### config.mk
export PLATFORM = sky130hd
export DESIGN_NAME = lbdr_dr
export DESIGN_NICKNAME = d
export VERILOG_FILES = /design/src/rtl/lbdr_pkg.sv /design/src/rtl/lbdr_route_calc.sv /design/src/rtl/lbdr_dr.sv
export SDC_FILE = /design/constraint.sdc
export NUM_CORES = 1
export LEC_CHECK = 0
export ABC_AREA = 1
export BUFFER_PORTS_ARGS = -buffer_cell sky130_fd_sc_hd__buf_2
export CORE_MARGIN = 2
export CORE_UTILIZATION = 57
export DETAILED_ROUTE_END_ITERATION = 7
export HOLD_SLACK_MARGIN = 0.05
export PLACE_DENSITY_LB_ADDON = 0.15
export SETUP_SLACK_MARGIN = 0.1
export SLEW_MARGIN = 10
export SYNTH_ARGS = -nofsm -noshare
export SYNTH_HDL_FRONTEND = slang
export SYNTH_HIERARCHICAL = 1
export SYNTH_SLANG_ARGS = --single-unit
### constraint.sdc
create_clock -name clk -period 6.39 [get_ports clk]
set_input_delay 0.9585 -clock clk [delete_from_list [all_inputs] [get_ports clk]]
set_output_delay 0.9585 -clock clk [all_outputs]
set_load 0.02 [all_outputs]
### src/rtl/lbdr_pkg.sv
// Shared definitions for the LBDR routing block.
//   - flit_id encodings and bitwise header/tail decode helpers
//   - 2-bit port codes used by the deroute table
//   - route-hold FSM states
package lbdr_pkg;

  localparam logic [2:0] HDR      = 3'b001;
  localparam logic [2:0] BODY     = 3'b010;
  localparam logic [2:0] TAIL     = 3'b100;
  localparam logic [2:0] HDR_TAIL = 3'b101;

  // Port codes double as bit indices into the one-hot port vector
  // {L,S,W,E,N} and into the connectivity vector {Cs,Cw,Ce,Cn}.
  typedef enum logic [1:0] {
    P_N = 2'd0,
    P_E = 2'd1,
    P_W = 2'd2,
    P_S = 2'd3
  } port_code_e;

  localparam int PORT_L = 4;

  typedef enum logic [1:0] {
    IDLE  = 2'd0,
    ROUTE = 2'd1,
    DROP  = 2'd2
  } state_e;

  function automatic logic is_hdr(input logic [2:0] id);
    return id[0];
  endfunction

  function automatic logic is_tail(input logic [2:0] id);
    return id[2];
  endfunction

endpackage

### src/rtl/lbdr_route_calc.sv
// Combinational LBDR route computation.
//   cur_addr, dst_addr : {y, x} addresses
//   rxy                : {Rsw,Rse,Rws,Rwn,Res,Ren,Rnw,Rne}
//   cx                 : {Cs,Cw,Ce,Cn}
//   dr                 : deroute table, entry i at [2i+1:2i]
//   ports              : one-hot {L,S,W,E,N} or zero
//   derouted           : selected port came from the deroute table
//   unroutable         : no minimal, local or usable deroute port
module lbdr_route_calc
  import lbdr_pkg::*;
#(
  parameter int X_W    = 2,
  parameter int Y_W    = 2,
  parameter int ADDR_W = X_W + Y_W
) (
  input  logic [ADDR_W-1:0] cur_addr,
  input  logic [ADDR_W-1:0] dst_addr,
  input  logic [7:0]        rxy,
  input  logic [3:0]        cx,
  input  logic [7:0]        dr,
  output logic [4:0]        ports,
  output logic              derouted,
  output logic              unroutable
);

  logic [X_W-1:0] x_cur, x_dst;
  logic [Y_W-1:0] y_cur, y_dst;
  logic n1, s1, e1, w1;
  logic min_n, min_e, min_w, min_s, local_hit;
  logic [1:0] dr_idx;
  port_code_e dr_code;

  assign x_cur = cur_addr[X_W-1:0];
  assign y_cur = cur_addr[ADDR_W-1:X_W];
  assign x_dst = dst_addr[X_W-1:0];
  assign y_dst = dst_addr[ADDR_W-1:X_W];

  assign n1 = y_dst < y_cur;
  assign s1 = y_cur < y_dst;
  assign e1 = x_cur < x_dst;
  assign w1 = x_dst < x_cur;

  assign min_n = ((n1 & ~e1 & ~w1) | (n1 & e1 & rxy[0]) | (n1 & w1 & rxy[1])) & cx[0];
  assign min_e = ((e1 & ~n1 & ~s1) | (e1 & n1 & rxy[2]) | (e1 & s1 & rxy[3])) & cx[1];
  assign min_w = ((w1 & ~n1 & ~s1) | (w1 & n1 & rxy[4]) | (w1 & s1 & rxy[5])) & cx[2];
  assign min_s = ((s1 & ~e1 & ~w1) | (s1 & e1 & rxy[6]) | (s1 & w1 & rxy[7])) & cx[3];

  assign local_hit = (dst_addr == cur_addr);

  // Deroute entry follows the dominant blocked direction: vertical first.
  assign dr_idx  = n1 ? 2'd0 : s1 ? 2'd3 : e1 ? 2'd1 : 2'd2;
  assign dr_code = port_code_e'(dr[{dr_idx, 1'b0} +: 2]);

  always_comb begin
    ports      = '0;
    derouted   = 1'b0;
    unroutable = 1'b0;
    if (local_hit) begin
      ports[PORT_L] = 1'b1;
    end else if (min_n) begin
      ports[P_N] = 1'b1;
    end else if (min_e) begin
      ports[P_E] = 1'b1;
    end else if (min_w) begin
      ports[P_W] = 1'b1;
    end else if (min_s) begin
      ports[P_S] = 1'b1;
    end else if (cx[dr_code]) begin
      ports[dr_code] = 1'b1;
      derouted       = 1'b1;
    end else begin
      unroutable = 1'b1;
    end
  end

endmodule

### src/rtl/lbdr_dr.sv
// LBDR routing block with deroute table and per-packet route hold.
//   clk, rst        : clock, synchronous active-high reset
//   *_rst           : routing configuration, captured while rst is high
//   empty, flit_id,
//   dst_addr, rd    : input FIFO head and downstream pop
//   N/E/W/S/Lport   : registered one-hot port, held for the packet
//   route_valid     : a route or drop decision is held
//   drop            : current packet is discarded
//   derouted        : current route came from the deroute table
//   err             : sticky protocol/config error
module lbdr_dr
  import lbdr_pkg::*;
#(
  parameter int X_W    = 2,
  parameter int Y_W    = 2,
  parameter int ADDR_W = X_W + Y_W
) (
  input  logic              clk,
  input  logic              rst,
  input  logic [7:0]        Rxy_rst,
  input  logic [3:0]        Cx_rst,
  input  logic [7:0]        Dr_rst,
  input  logic [ADDR_W-1:0] cur_addr_rst,
  input  logic              empty,
  input  logic [2:0]        flit_id,
  input  logic [ADDR_W-1:0] dst_addr,
  input  logic              rd,
  output logic              Nport,
  output logic              Eport,
  output logic              Wport,
  output logic              Sport,
  output logic              Lport,
  output logic              route_valid,
  output logic              drop,
  output logic              derouted,
  output logic              err
);

  logic [7:0]        rxy_q;
  logic [3:0]        cx_q;
  logic [7:0]        dr_q;
  logic [ADDR_W-1:0] cur_q;

  state_e     state_q, state_d;
  logic [4:0] port_q, port_d;
  logic       rv_q, rv_d, drop_q, drop_d, der_q, der_d, err_q, err_d;

  logic [4:0] calc_ports;
  logic       calc_der, calc_unr;
  logic       hdr, tail;
  logic       unused_flit_bit;

  assign hdr             = is_hdr(flit_id);
  assign tail            = is_tail(flit_id);
  assign unused_flit_bit = flit_id[1];

  // Configuration is loaded only while reset is held.
  always_ff @(posedge clk) begin
    if (rst) begin
      rxy_q <= Rxy_rst;
      cx_q  <= Cx_rst;
      dr_q  <= Dr_rst;
      cur_q <= cur_addr_rst;
    end
  end

  lbdr_route_calc #(
    .X_W   (X_W),
    .Y_W   (Y_W),
    .ADDR_W(ADDR_W)
  ) u_calc (
    .cur_addr  (cur_q),
    .dst_addr  (dst_addr),
    .rxy       (rxy_q),
    .cx        (cx_q),
    .dr        (dr_q),
    .ports     (calc_ports),
    .derouted  (calc_der),
    .unroutable(calc_unr)
  );

  always_comb begin
    state_d = state_q;
    port_d  = port_q;
    rv_d    = rv_q;
    drop_d  = drop_q;
    der_d   = der_q;
    err_d   = err_q;
    case (state_q)
      IDLE: begin
        // A pop with no held route is a protocol error; a header at the
        // head is still evaluated in the same cycle.
        if (rd) err_d = 1'b1;
        if (!empty) begin
          if (hdr) begin
            rv_d = 1'b1;
            if (calc_unr) begin
              state_d = DROP;
              drop_d  = 1'b1;
              err_d   = 1'b1;
            end else begin
              state_d = ROUTE;
              port_d  = calc_ports;
              der_d   = calc_der;
            end
          end else begin
            err_d = 1'b1;
          end
        end
      end
      ROUTE, DROP: begin
        // Outputs are frozen until the tail is popped.
        if (rd) begin
          if (empty) begin
            err_d = 1'b1;
          end else if (tail) begin
            state_d = IDLE;
            port_d  = '0;
            rv_d    = 1'b0;
            drop_d  = 1'b0;
            der_d   = 1'b0;
          end
        end
      end
      default: begin
        state_d = IDLE;
        port_d  = '0;
        rv_d    = 1'b0;
        drop_d  = 1'b0;
        der_d   = 1'b0;
      end
    endcase
  end

  always_ff @(posedge clk) begin
    if (rst) begin
      state_q <= IDLE;
      port_q  <= '0;
      rv_q    <= 1'b0;
      drop_q  <= 1'b0;
      der_q   <= 1'b0;
      err_q   <= 1'b0;
    end else begin
      state_q <= state_d;
      port_q  <= port_d;
      rv_q    <= rv_d;
      drop_q  <= drop_d;
      der_q   <= der_d;
      err_q   <= err_d;
    end
  end

  assign Nport       = port_q[P_N];
  assign Eport       = port_q[P_E];
  assign Wport       = port_q[P_W];
  assign Sport       = port_q[P_S];
  assign Lport       = port_q[PORT_L];
  assign route_valid = rv_q;
  assign drop        = drop_q;
  assign derouted    = der_q;
  assign err         = err_q;

endmodule
==> summary.txt, run 1 <==
Cells and area
  • Ant diodes: 0
  • Post-route cell area: around 2100 um^2
  • Final nets: approximately 290
  • Post-Layout Cell Count: a little under 300
  • Proportion of layout cells with a drive suffix above 1: between 20% and 30%
  • Area Overhead vs Synth: 16.5%

Timing
  • Period minus WS final: a little under 3000 ps
  • Setup violators final: 0
  • Crit share post-route: 46.5%
  • Hold Slack: 468 ps
  • RSZ-0062 raised after global routing: false
  • Worst-Margin Slew: 647 ps
  • Slew HR: between 50% and 60%
  • Clk_skew: 11.0 ps
  • Setup tns final: 0 ps
  • Slew Viols, Final: 0
  • Hold Fails Final Rpt: 0
  • Fmax: 337 MHz

Synthesis
  • Post-synthesis register bit count: 35
  • Post-synth cell types: 30
  • Mapped Nets: roughly 240
  • YS warnings: 6
  • Post-Synthesis Cell Area: 1820 um^2
  • Mapped Cells: between 200 and 250
  • Syn avg cell area: between 9 and 10 um^2
  • Sequential share of the synthesized area: 51.7%

Placed design
  • Gpl congestion: about 0.86
  • Placed cell count: roughly 280
  • Port buffer count: 42
  • Placed Area: about 2100 um^2
  • Post-DP HPWL: approximately 2.3 mm

Setup path
  • Slowest-stage cell, CP: ha_1
  • CP peak stage delay: approximately 300 ps
  • Reg2reg start: cur_q[3]
  • Cell-by-cell listing of the critical path: buf_2 > inv_1 > ha_1 > nand2_1 > nand2_2 > nand2_1 > nand2_4 > inv_2 > nand3_2 > nand2_2 > nand2_2 > nand2_1 > inv_1 > o21ai_2 > nand2_1 > nor2_2 > nand2_1 > nand2_1 > nor2_2 > nand2_4 > nand2_1 > a21oi_1
  • Worst Setup Start Kind: primary input
  • CP startpoint: dst_addr[3]
  • CP max FO: 11
  • Crit path capture type: register
  • Worst path arrival time: about 3200 ps
  • Most common cell on crit path: nand2_1
  • Setup Crit Path Kind: primary input to register
  • Crit path max-delay family: simple AND/OR/NAND/NOR gates
  • WP buf/inv: 4
  • Req. time, crit path: roughly 6700 ps

Power and ir drop
  • Total Power: about 680 uW
  • Max IR drop VDD: approximately 250 uV
  • Pleak: ~0.001 uW
  • PwrDens: roughly 320 nW/um^2

Floorplan
  • Core footprint: 3050 um^2
  • Die W: 60.5 um
  • # rows: 20
  • # IOs: 44
  • Die Ht: roughly 60 um
  • Die area: around 3700 um^2
  • Initial core utilization: approximately three fifths

Detailed routing
  • Final WL: 3.04 mm
  • Antenna viol nets, final: 0
  • First-pass DRT Iterations: 4
  • Drt initial violations: 54
  • Via count: about 1400
  • DRC Markers: 0
  • Vias/cell: 4.95
  • Routed WL per cell: around 10 um

Clock network
  • CTS tree: done
  • CTS Hold Bufs: 0
  • CTS max path bufs: 2
  • H-tree depth: 2
  • Clk Latency, worst-skew pair: ~330 ps
  • Post-CTS resize count: 0
  • Root Buffer Master: clkbuf_4
  • Clock transition at path regs: 100 ps
  • CTS buffer count: 5
  • CTS Sinks: 35
  • Post-CTS setup buffers: 0

Status
  • Status: completed

Global route
  • Number of global-route vias before repair: between 1000 and 1500
  • Largest net degree at the start of global routing: 34
  • GRT Overall Usage: between 10% and 20%
  • GR Overflow Total: 0
  • First-pass GRT wire length: 5.02 mm
  • Antenna violations before repair: 0

Flow run
  • Max Cap Viol: 0

Min path
  • Hold Path Class: register to register
  • HP Start: port_q[2]
[layer usage]
metal	vias to the layer above	share of wire, %	track usage [%]
met5	-	0	0
met2	37	47	28.4
met3	4	6.2	5.33
met4	0	1.1	8.39
li1	767	-	-
met1	638	46	25.2
[Yosys cell counts]
cell	instances	area [um^2]
a21boi_1	2	15.0
a21oi_1	11	55.1
a21oi_2	2	17.5
buf_1	1	3.75
buf_4	1	7.51
buf_6	1	11.3
clkinv_1	1	3.75
dfxtp_1	11	220
edfxtp_1	24	721
ha_1	5	62.6
inv_1	26	97.6
inv_2	3	11.3
nand2_1	45	169
nand2_2	8	50.1
nand2_4	4	45.0
nand3_1	14	70.1
nand3_2	2	20.0
nand3_4	1	17.5
nand4_1	9	56.3
nand4_2	1	12.5
nor2_1	13	48.8
nor2_2	2	12.5
nor2_4	1	11.3
nor2b_1	1	6.26
nor3_1	1	5.00
o21a_1	1	7.51
o21ai_0	2	10.0
o21ai_1	5	25.0
o21ai_2	1	8.76
o221ai_1	2	17.5
[placed cells by master (no fill, tap or decap), types with 2 or more instances in the layout]
cell type and instances:
a21oi_2 2, nor2_1 13, o21ai_1 5, clkbuf_4 5
nand2_1 45, nand3_1 14, inv_2 3, dfxtp_1 11
clkinv_1 2, nand2_4 4, nand3_2 2, nand4_1 9
a21boi_1 2, nor2_2 2, o221ai_1 2, buf_2 42
o21ai_0 2, ha_1 5, a21oi_1 11, edfxtp_1 24
inv_1 26, nand2_2 8
[metrics by stage]
step           util [%]  worst slack, ps
2_1_floorplan         -             3520
3_3_place_gp       67.5             3160
3_5_place_dp       67.5             3090
4_1_cts            69.4             3430
5_1_grt            69.4             3130
6_report           69.4             3420
[worst register-to-register path: cells and delay by family, from the launching register on]
kind,cells,cell delay [ps]
simple gates,15,1560
buf+inv,1,50
compound gates,2,280
fa+ha+maj,1,300
flops,1,370
[cell type report]
class                           instances  area, um^2
Fill cell                             284         933
Inverter                               30         113
Tap cell                               44        55.1
Sequential cell                        35         941
Timing Repair Buffer                   42         210
Clock inverter                          3        20.0
Multi-Input combinational cell        133         743
Clock buffer                            5        37.5
[path summary, 6_finish.rpt]
check / endpoint / slack (ps) / depth (start not counted)
setup / recovery: port_q[1] / 3420 / 22
hold / removal: port_q[2] / 470 / 2
setup reg to reg: port_q[1] / 3790 / 19
hold reg to reg: port_q[2] / 470 / 2
[logic make-up (layout without fill, tap and decap cells)]
family | after synthesis | after routing | share of synthesized area [%]
buffers and inverters | 33 | 80 | 7.43
AO/OA/AOI/OAI | 26 | 26 | 8.60
adder cells (fa/ha/maj) | 5 | 5 | 3.44
AND/OR/NAND/NOR | 102 | 102 | 28.8
flip-flops | 35 | 35 | 51.7
[power breakdown]
group,switching (uW),internal (uW),total [uW],leakage [uW]
clock,72.2,42.2,114,0.0000288
sequential,11.3,272,284,0.000325
combinational,184,95.2,279,0.000649
[state kept, by name, indices dropped and copies added (netlist names)]
signal and cells:
dr_q 8, rxy_q 8, err 1, cur_q 4, route_valid 1, derouted 1
state_q 2, cx_q 4, drop 1, port_q 5
(Power assumes the default switching activity.)
==> run 2: changes to the inputs <==
--- a/config.mk
+++ b/config.mk
@@ -8,7 +8,7 @@
 export ABC_AREA = 1
 export BUFFER_PORTS_ARGS = -buffer_cell sky130_fd_sc_hd__buf_2
 export CORE_MARGIN = 2
-export CORE_UTILIZATION = 57
+export CORE_UTILIZATION = 53
 export DETAILED_ROUTE_END_ITERATION = 7
 export HOLD_SLACK_MARGIN = 0.05
 export PLACE_DENSITY_LB_ADDON = 0.15
==> constraint.sdc (replaced) <==
create_clock -name clk -period 2.8 [get_ports clk]
set_input_delay 0.42 -clock clk [delete_from_list [all_inputs] [get_ports clk]]
set_output_delay 0.42 -clock clk [all_outputs]
set_load 0.02 [all_outputs]
==> run 2 against run 1 <==
Net effect: cell count grew 3.8%; non-clock buffer count increased by 9; clock power up 140%; critical path depth down 1; core utilization fell by 1.8 points; via count increased by 1.5%; sequential share of layout area fell by 2.4 points; die area grew 7.0%.
==> summary.txt, run 2 (synthesis results as in run 1) <==
Status
  • Status: completed

Timing
  • Clk_skew: 5.30 ps (-5.65 ps)
  • Slew Viols, Final: 0 (unchanged)
  • Hold Fails Final Rpt: 0 (unchanged)
  • Setup violators final: 0 (unchanged)
  • Crit share post-route: between 80% and 90%
  • Hold Slack: 256 ps (-212 ps)
  • Setup tns final: 0 ps (unchanged)
  • Period minus WS final: 2520 ps
  • Final WS setup: 284 ps (-3140 ps)
  • Fmax: 397 MHz
  • RSZ-0062 raised after global routing: false
  • Worst-Margin Slew: 654 ps (+6.93 ps)
  • Slew HR: 56.4% (-0.46 points)

Setup path
  • CP peak stage delay: 420 ps (+120 ps)
  • Reg2reg end: port_q[1]
  • Cell-by-cell listing of the critical path: ha_4 > nand2_2 > inv_2 > nand3_4 > nand2_4 > nand2_1 > nand2_1 > nand2_1 > nand2_2 > nand2_1 > o21ai_1 > nand2_1 > o21ai_2 > nand2_2 > nor2_4 > nand2_1 > nand2_1 > nor2_2 > nand2_4 > nand2_1 > a21oi_1
  • Reg2reg setup slack: 280 ps (-3510 ps)
  • Reg2reg path depth: 21 (+2)
  • CP max FO: 7 (-4)
  • Req. time, crit path: 3060 ps (-3590 ps)
  • Worst Setup Start Kind: register
  • Most common cell on crit path: nand2_1
  • Crit path capture type: register
  • Setup Crit Path Kind: register to register
  • Reg2reg start: cur_q[3]
  • Worst path arrival time: 2780 ps (-450 ps)
  • Slowest-stage cell, CP: edfxtp_1

Cells and area
  • Fillers: 300 (+5.6%)
  • Post-route cell area: 2240 um^2 (+5.7%)
  • Most frequent cells in the layout: nand2_1 (42), buf_2 (42), inv_1 (26), edfxtp_1 (24), nor2_1 (13)
  • Fin util: 67.6% (-1.8 points)
  • Proportion of layout cells with a drive suffix above 1: 34.6% (+4.8 points)
  • Ant diodes: 0 (unchanged)
  • Area Overhead vs Synth: 23.1%
  • Largest regs: dr_q: 8 flops, rxy_q: 8 flops, port_q: 5 flops
  • Final nets: 296 (+3.1%)

Detailed routing
  • Vias/cell: 4.84 (-2.2%)
  • Via count: 1468 (+1.5%)
  • First-pass DRT Iterations: 4 (unchanged)
  • Drt initial violations: 48 (-11%)
  • Routed WL per cell: 10.7 um (+3.3%)
  • DRC Markers: 0 (unchanged)
  • Antenna viol nets, final: 0 (unchanged)
  • Final WL: 3.26 mm (+7.1%)

Clock network
  • CTS Hold Bufs: 0 (unchanged)
  • CTS max path bufs: 2 (unchanged)
  • H-tree depth: 2 (unchanged)
  • Clock transition at path regs: 100 ps (about the same)
  • CTS Sinks: 35 (unchanged)
  • Root Buffer Master: clkbuf_4
  • Clk Latency, worst-skew pair: 330 ps (about the same)
  • CTS buffer count: 5 (unchanged)
  • CTS tree: done

Floorplan
  • Initial core utilization: 55.0% (-4.6 points)
  • # rows: 21 (+5.0%)
  • # IOs: 44 (unchanged)
  • Die Ht: 62.6 um (+3.5%)
  • Die W: 62.6 um (+3.5%)
  • Die area: 3920 um^2 (+7.0%)
  • Core footprint: 3310 um^2 (+8.4%)

Global route
  • Largest net degree at the start of global routing: 34 (unchanged)
  • GR Overflow Total: 0 (unchanged)
  • Antenna violations before repair: 0 (unchanged)
  • Number of global-route vias before repair: 1361 (+8.4%)
  • First-pass GRT wire length: 5.49 mm (+9.5%)
  • GRT Overall Usage: 17.7% (-1.1 points)

Min path
  • Hold endpoint: rxy_q[7]
  • Hold Path Class: primary input to register
  • HP Start: Rxy_rst[7]
  • Hold Crit Depth: 1 (-1)

Placed design
  • Gpl congestion: 0.834 (-3.3%)
  • Placed Area: 2080 um^2 (+0.85%)
  • DP Worst Slack: 42.4 ps (-3040 ps)
  • Port buffer count: 42 (unchanged)
  • Post-DP HPWL: 2.35 mm (+2.5%)

Power and ir drop
  • PwrDens: 724 nW/um^2 (+130%)
  • Pleak: 0.00106 uW (+5.6%)
  • Max IR drop VDD: 656 uV (+160%)

Flow run
  • Max Cap Viol: 0 (unchanged)
## run 2: stage by stage
stage,power [uW],instances
after global placement,1290,288
after CTS,1580,296
after floorplan,1160,201
after global routing,1750,303
after detailed placement,1300,288
final,1620,303
## run 2: repair_timing
action / CTS / global route
setup buffers: 0 / 7
setup endpoints to repair: 0 / 7
resized for setup: 0 / 9
## run 2: where the power goes
part,switching [uW],internal (uW)
sequential,25.3,622
combinational,444,253
clock,158,119
total,627,994
## run 2: metal layers
| layer | vias up | routed length (um) | global-route usage [%] |
|---|---|---|---|
| li1 | 788 | - | - |
| met1 | 641 | 1580 | 22.8 |
| met2 | 33 | 1470 | 28.2 |
| met3 | 6 | 147 | 4.86 |
| met4 | 0 | 57 | 6.94 |
| met5 | - | 0 | 0 |
## run 2: layout make-up
class,instances,area (um^2),area share (%)
clock buffers,6,51.3,2.29
clock inverters,2,11.3,0.503
inverters,30,113,5.03
multi-input cells,133,788,35.2
flip-flops and latches,35,941,42.0
well taps,46,57.6,2.57
repair buffers,51,278,12.4
## run 2: how the worst max path moves through the flow
| stage | from | endpoint | slack, ps | depth (start not counted) |
|---|---|---|---|---|
| 2_1_floorplan | dst_addr[3] | derouted | 470 | 22 |
| 3_3_place_gp | dst_addr[3] | port_q[1] | 140 | 22 |
| 3_5_place_dp | dst_addr[3] | port_q[1] | 40 | 22 |
| 4_1_cts | cur_q[3] | port_q[1] | 200 | 20 |
| 5_1_grt | cur_q[1] | port_q[2] | 90 | 21 |
| 6_report | cur_q[3] | port_q[1] | 280 | 21 |
## run 2: worst max-delay path: cells and delay by family (launching register included)
kind	cells	cell delay, ps
AND/OR/NAND/NOR	16	1360
AO/OA/AOI/OAI	3	290
buffers and inverters	1	100
flip-flops	1	420
adder cells (fa/ha/maj)	1	290
==> run 3: changes to the inputs <==
--- a/config.mk
+++ b/config.mk
@@ -8,10 +8,11 @@
 export ABC_AREA = 1
 export BUFFER_PORTS_ARGS = -buffer_cell sky130_fd_sc_hd__buf_2
 export CORE_MARGIN = 2
-export CORE_UTILIZATION = 53
+export CORE_UTILIZATION = 40
 export DETAILED_ROUTE_END_ITERATION = 7
 export HOLD_SLACK_MARGIN = 0.05
 export PLACE_DENSITY_LB_ADDON = 0.15
+export REMOVE_ABC_BUFFERS = 1
 export SETUP_SLACK_MARGIN = 0.1
 export SLEW_MARGIN = 10
 export SYNTH_ARGS = -nofsm -noshare
==> run 3 against run 2 <==
Net effect: first-iteration DRC count up 79%; sequential share of layout area down 1.3 points; critical path depth down 2; core utilization down 15 points; maximum frequency up 3.2%; die area up 30%; non-clock buffer count down 3; highest routed layer unchanged.
==> summary.txt, run 3 (synthesis results as in run 1) <==
Setup path
  • Crit path capture type: register
  • Worst Setup Start Kind: register
  • WP buf/inv: 1 (unchanged)
  • CP peak stage delay: 420 ps (about the same)
  • Setup Crit Path Kind: register to register
  • Crit path max-delay family: simple AND/OR/NAND/NOR gates
  • Most common cell on crit path: nand2_2
  • Worst path arrival time: 2650 ps (-130 ps)
  • Slowest-stage cell, CP: edfxtp_1
  • CP max FO: 7 (unchanged)
  • Req. time, crit path: 3010 ps (-50 ps)
  • Cell-by-cell listing of the critical path: ha_4 > nand2_2 > nand2_4 > nand2_2 > nand2_4 > nand3_1 > nand2_2 > nand2_2 > nand2_1 > inv_1 > o21ai_2 > nand2_2 > nor2_4 > nand2_1 > nand2_1 > nor2_2 > nand2_4 > nand2_1 > a21oi_2

Detailed routing
  • Antenna viol nets, final: 0 (unchanged)
  • DRC Markers: 0 (unchanged)
  • First-pass DRT Iterations: 4 (unchanged)
  • Drt initial violations: 86 (+79%)
  • Vias/cell: 4.79 (-1.1%)
  • Via count: 1471 (+0.20%)
  • Routed WL per cell: 11.7 um (+8.9%)
  • Final WL: 3.59 mm (+10%)

Cells and area
  • Largest regs: dr_q: 8 flops, rxy_q: 8 flops, port_q: 5 flops
  • Final nets: 294 (-0.68%)
  • Area Overhead vs Synth: 27.0%
  • Fin util: 53.0% (-15 points)
  • Most frequent cells in the layout: buf_2 (42), nand2_1 (41), inv_1 (26), edfxtp_1 (24), nand3_1 (14)
  • Most common cell after layout, fill and taps aside: buf_2
  • Ant diodes: 0 (unchanged)
  • Proportion of layout cells with a drive suffix above 1: 35.3% (+0.66 points)

Clock network
  • CTS Sinks: 35 (unchanged)
  • Root Buffer Master: clkbuf_8
  • CTS buffer count: 5 (unchanged)
  • H-tree depth: 2 (unchanged)
  • CTS tree: done
  • CTS Hold Bufs: 0 (unchanged)
  • CTS max path bufs: 2 (unchanged)
  • Clk Latency, worst-skew pair: 280 ps (-50 ps)
  • Clock transition at path regs: 80 ps (-20 ps)

Timing
  • Final WS setup: 362 ps (+78.1 ps)
  • Crit share post-route: 87.1% (-2.8 points)
  • RSZ-0062 raised after global routing: false
  • Worst-Margin Slew: 715 ps (+60.8 ps)
  • Slew Viols, Final: 0 (unchanged)
  • Setup tns final: 0 ps (unchanged)
  • Setup violators final: 0 (unchanged)
  • Fmax: 410 MHz (+3.2%)
  • Slew HR: 52.3% (-4.1 points)
  • Clk_skew: 8.93 ps (+3.63 ps)
  • Hold Fails Final Rpt: 0 (unchanged)
  • Period minus WS final: 2440 ps (-78.1 ps)

Floorplan
  • Die Ht: 71.4 um (+14%)
  • # rows: 24 (+14%)
  • # IOs: 44 (unchanged)
  • Core footprint: 4350 um^2 (+32%)
  • Die W: 71.4 um (+14%)
  • Initial core utilization: 41.8% (-13 points)
  • Die area: 5100 um^2 (+30%)

Power and ir drop
  • Net Switching: 648 uW (+3.4%)
  • Pleak: 0.00108 uW (+1.7%)
  • PwrDens: 774 nW/um^2 (+6.9%)
  • Flop pwr share: 36.3% (-3.6 points)
  • Sw Share: 36.3% (-2.4 points)
  • P_int: 1140 uW (+15%)
  • Combinational Power Share: 39.0% (-4.0 points)
  • Max IR drop VDD: 512 uV (-22%)
  • Clock network fraction of total power: 24.7% (+7.6 points)

Global route
  • First-pass GRT wire length: 6.01 mm (+9.4%)
  • Largest net degree at the start of global routing: 34 (unchanged)
  • GR Overflow Total: 0 (unchanged)
  • GRT Overall Usage: 15.1% (-2.6 points)
  • Antenna violations before repair: 0 (unchanged)
  • Number of global-route vias before repair: 1423 (+4.6%)

Placed design
  • Gpl congestion: 0.791 (-5.1%)
  • Port buffer count: 42 (unchanged)
  • DP Worst Slack: 78.8 ps (+36.4 ps)
  • Post-DP HPWL: 2.63 mm (+12%)

Status
  • Status: completed

Min path
  • Hold Path Class: primary input to register

Flow run
  • Max Cap Viol: 0 (unchanged)
## run 3: power by group through the flow
stage                     Clock (uW)  Combinational [uW]  Sequential [uW]
after floorplan                    0                 463              687
after global placement             0                 639              658
after detailed placement           0                 644              660
after CTS                        457                 648              649
after global routing             484                 789              656
final                            441                 697              650
## run 3: final cells by class
type	count	area, um^2
Timing Repair Buffer	48	255
Inverter	30	115
Sequential cell	35	941
Clock inverter	3	43.8
Fill cell	399	2040
Tap cell	52	65.1
Clock buffer	5	68.8
Multi-Input combinational cell	134	821
## run 3: metrics by stage
| stage | power [uW] | std cells | hold WS (ps) | area (um^2) |
|---|---|---|---|---|
| 6_report | 1790 | 307 | 304 | 2310 |
| 3_5_place_dp | 1300 | 294 | 444 | 2090 |
| 2_1_floorplan | 1150 | 198 | 435 | 1800 |
| 5_1_grt | 1930 | 307 | 282 | 2310 |
| 4_1_cts | 1750 | 302 | 291 | 2200 |
| 3_3_place_gp | 1300 | 294 | 437 | 2090 |
## run 3: layer usage
metal | global-route usage [%] | routed length [um] | vias up
met1 | 20.1 | 1800 | 660
met4 | 5.03 | 13 | 0
met3 | 4.64 | 151 | 2
li1 | - | - | 782
met5 | 0 | 0 | -
met2 | 23.4 | 1620 | 27
## run 3: worst paths after layout
kind	start	endpoint	slack, ps	cells past startpoint
worst min-delay path	Rxy_rst[0]	rxy_q[0]	300	1
worst min register to register	err	err	450	2
worst max register to register	cur_q[3]	port_q[3]	360	19
worst max-delay path	cur_q[3]	port_q[3]	360	19
## run 3: what timing repair did
item                                    4_1_cts  5_1_grt
setup buffers                                 0        4
hold endpoints to repair                      0        0
resized for setup                             0       13
endpoints found under the setup margin        0        9
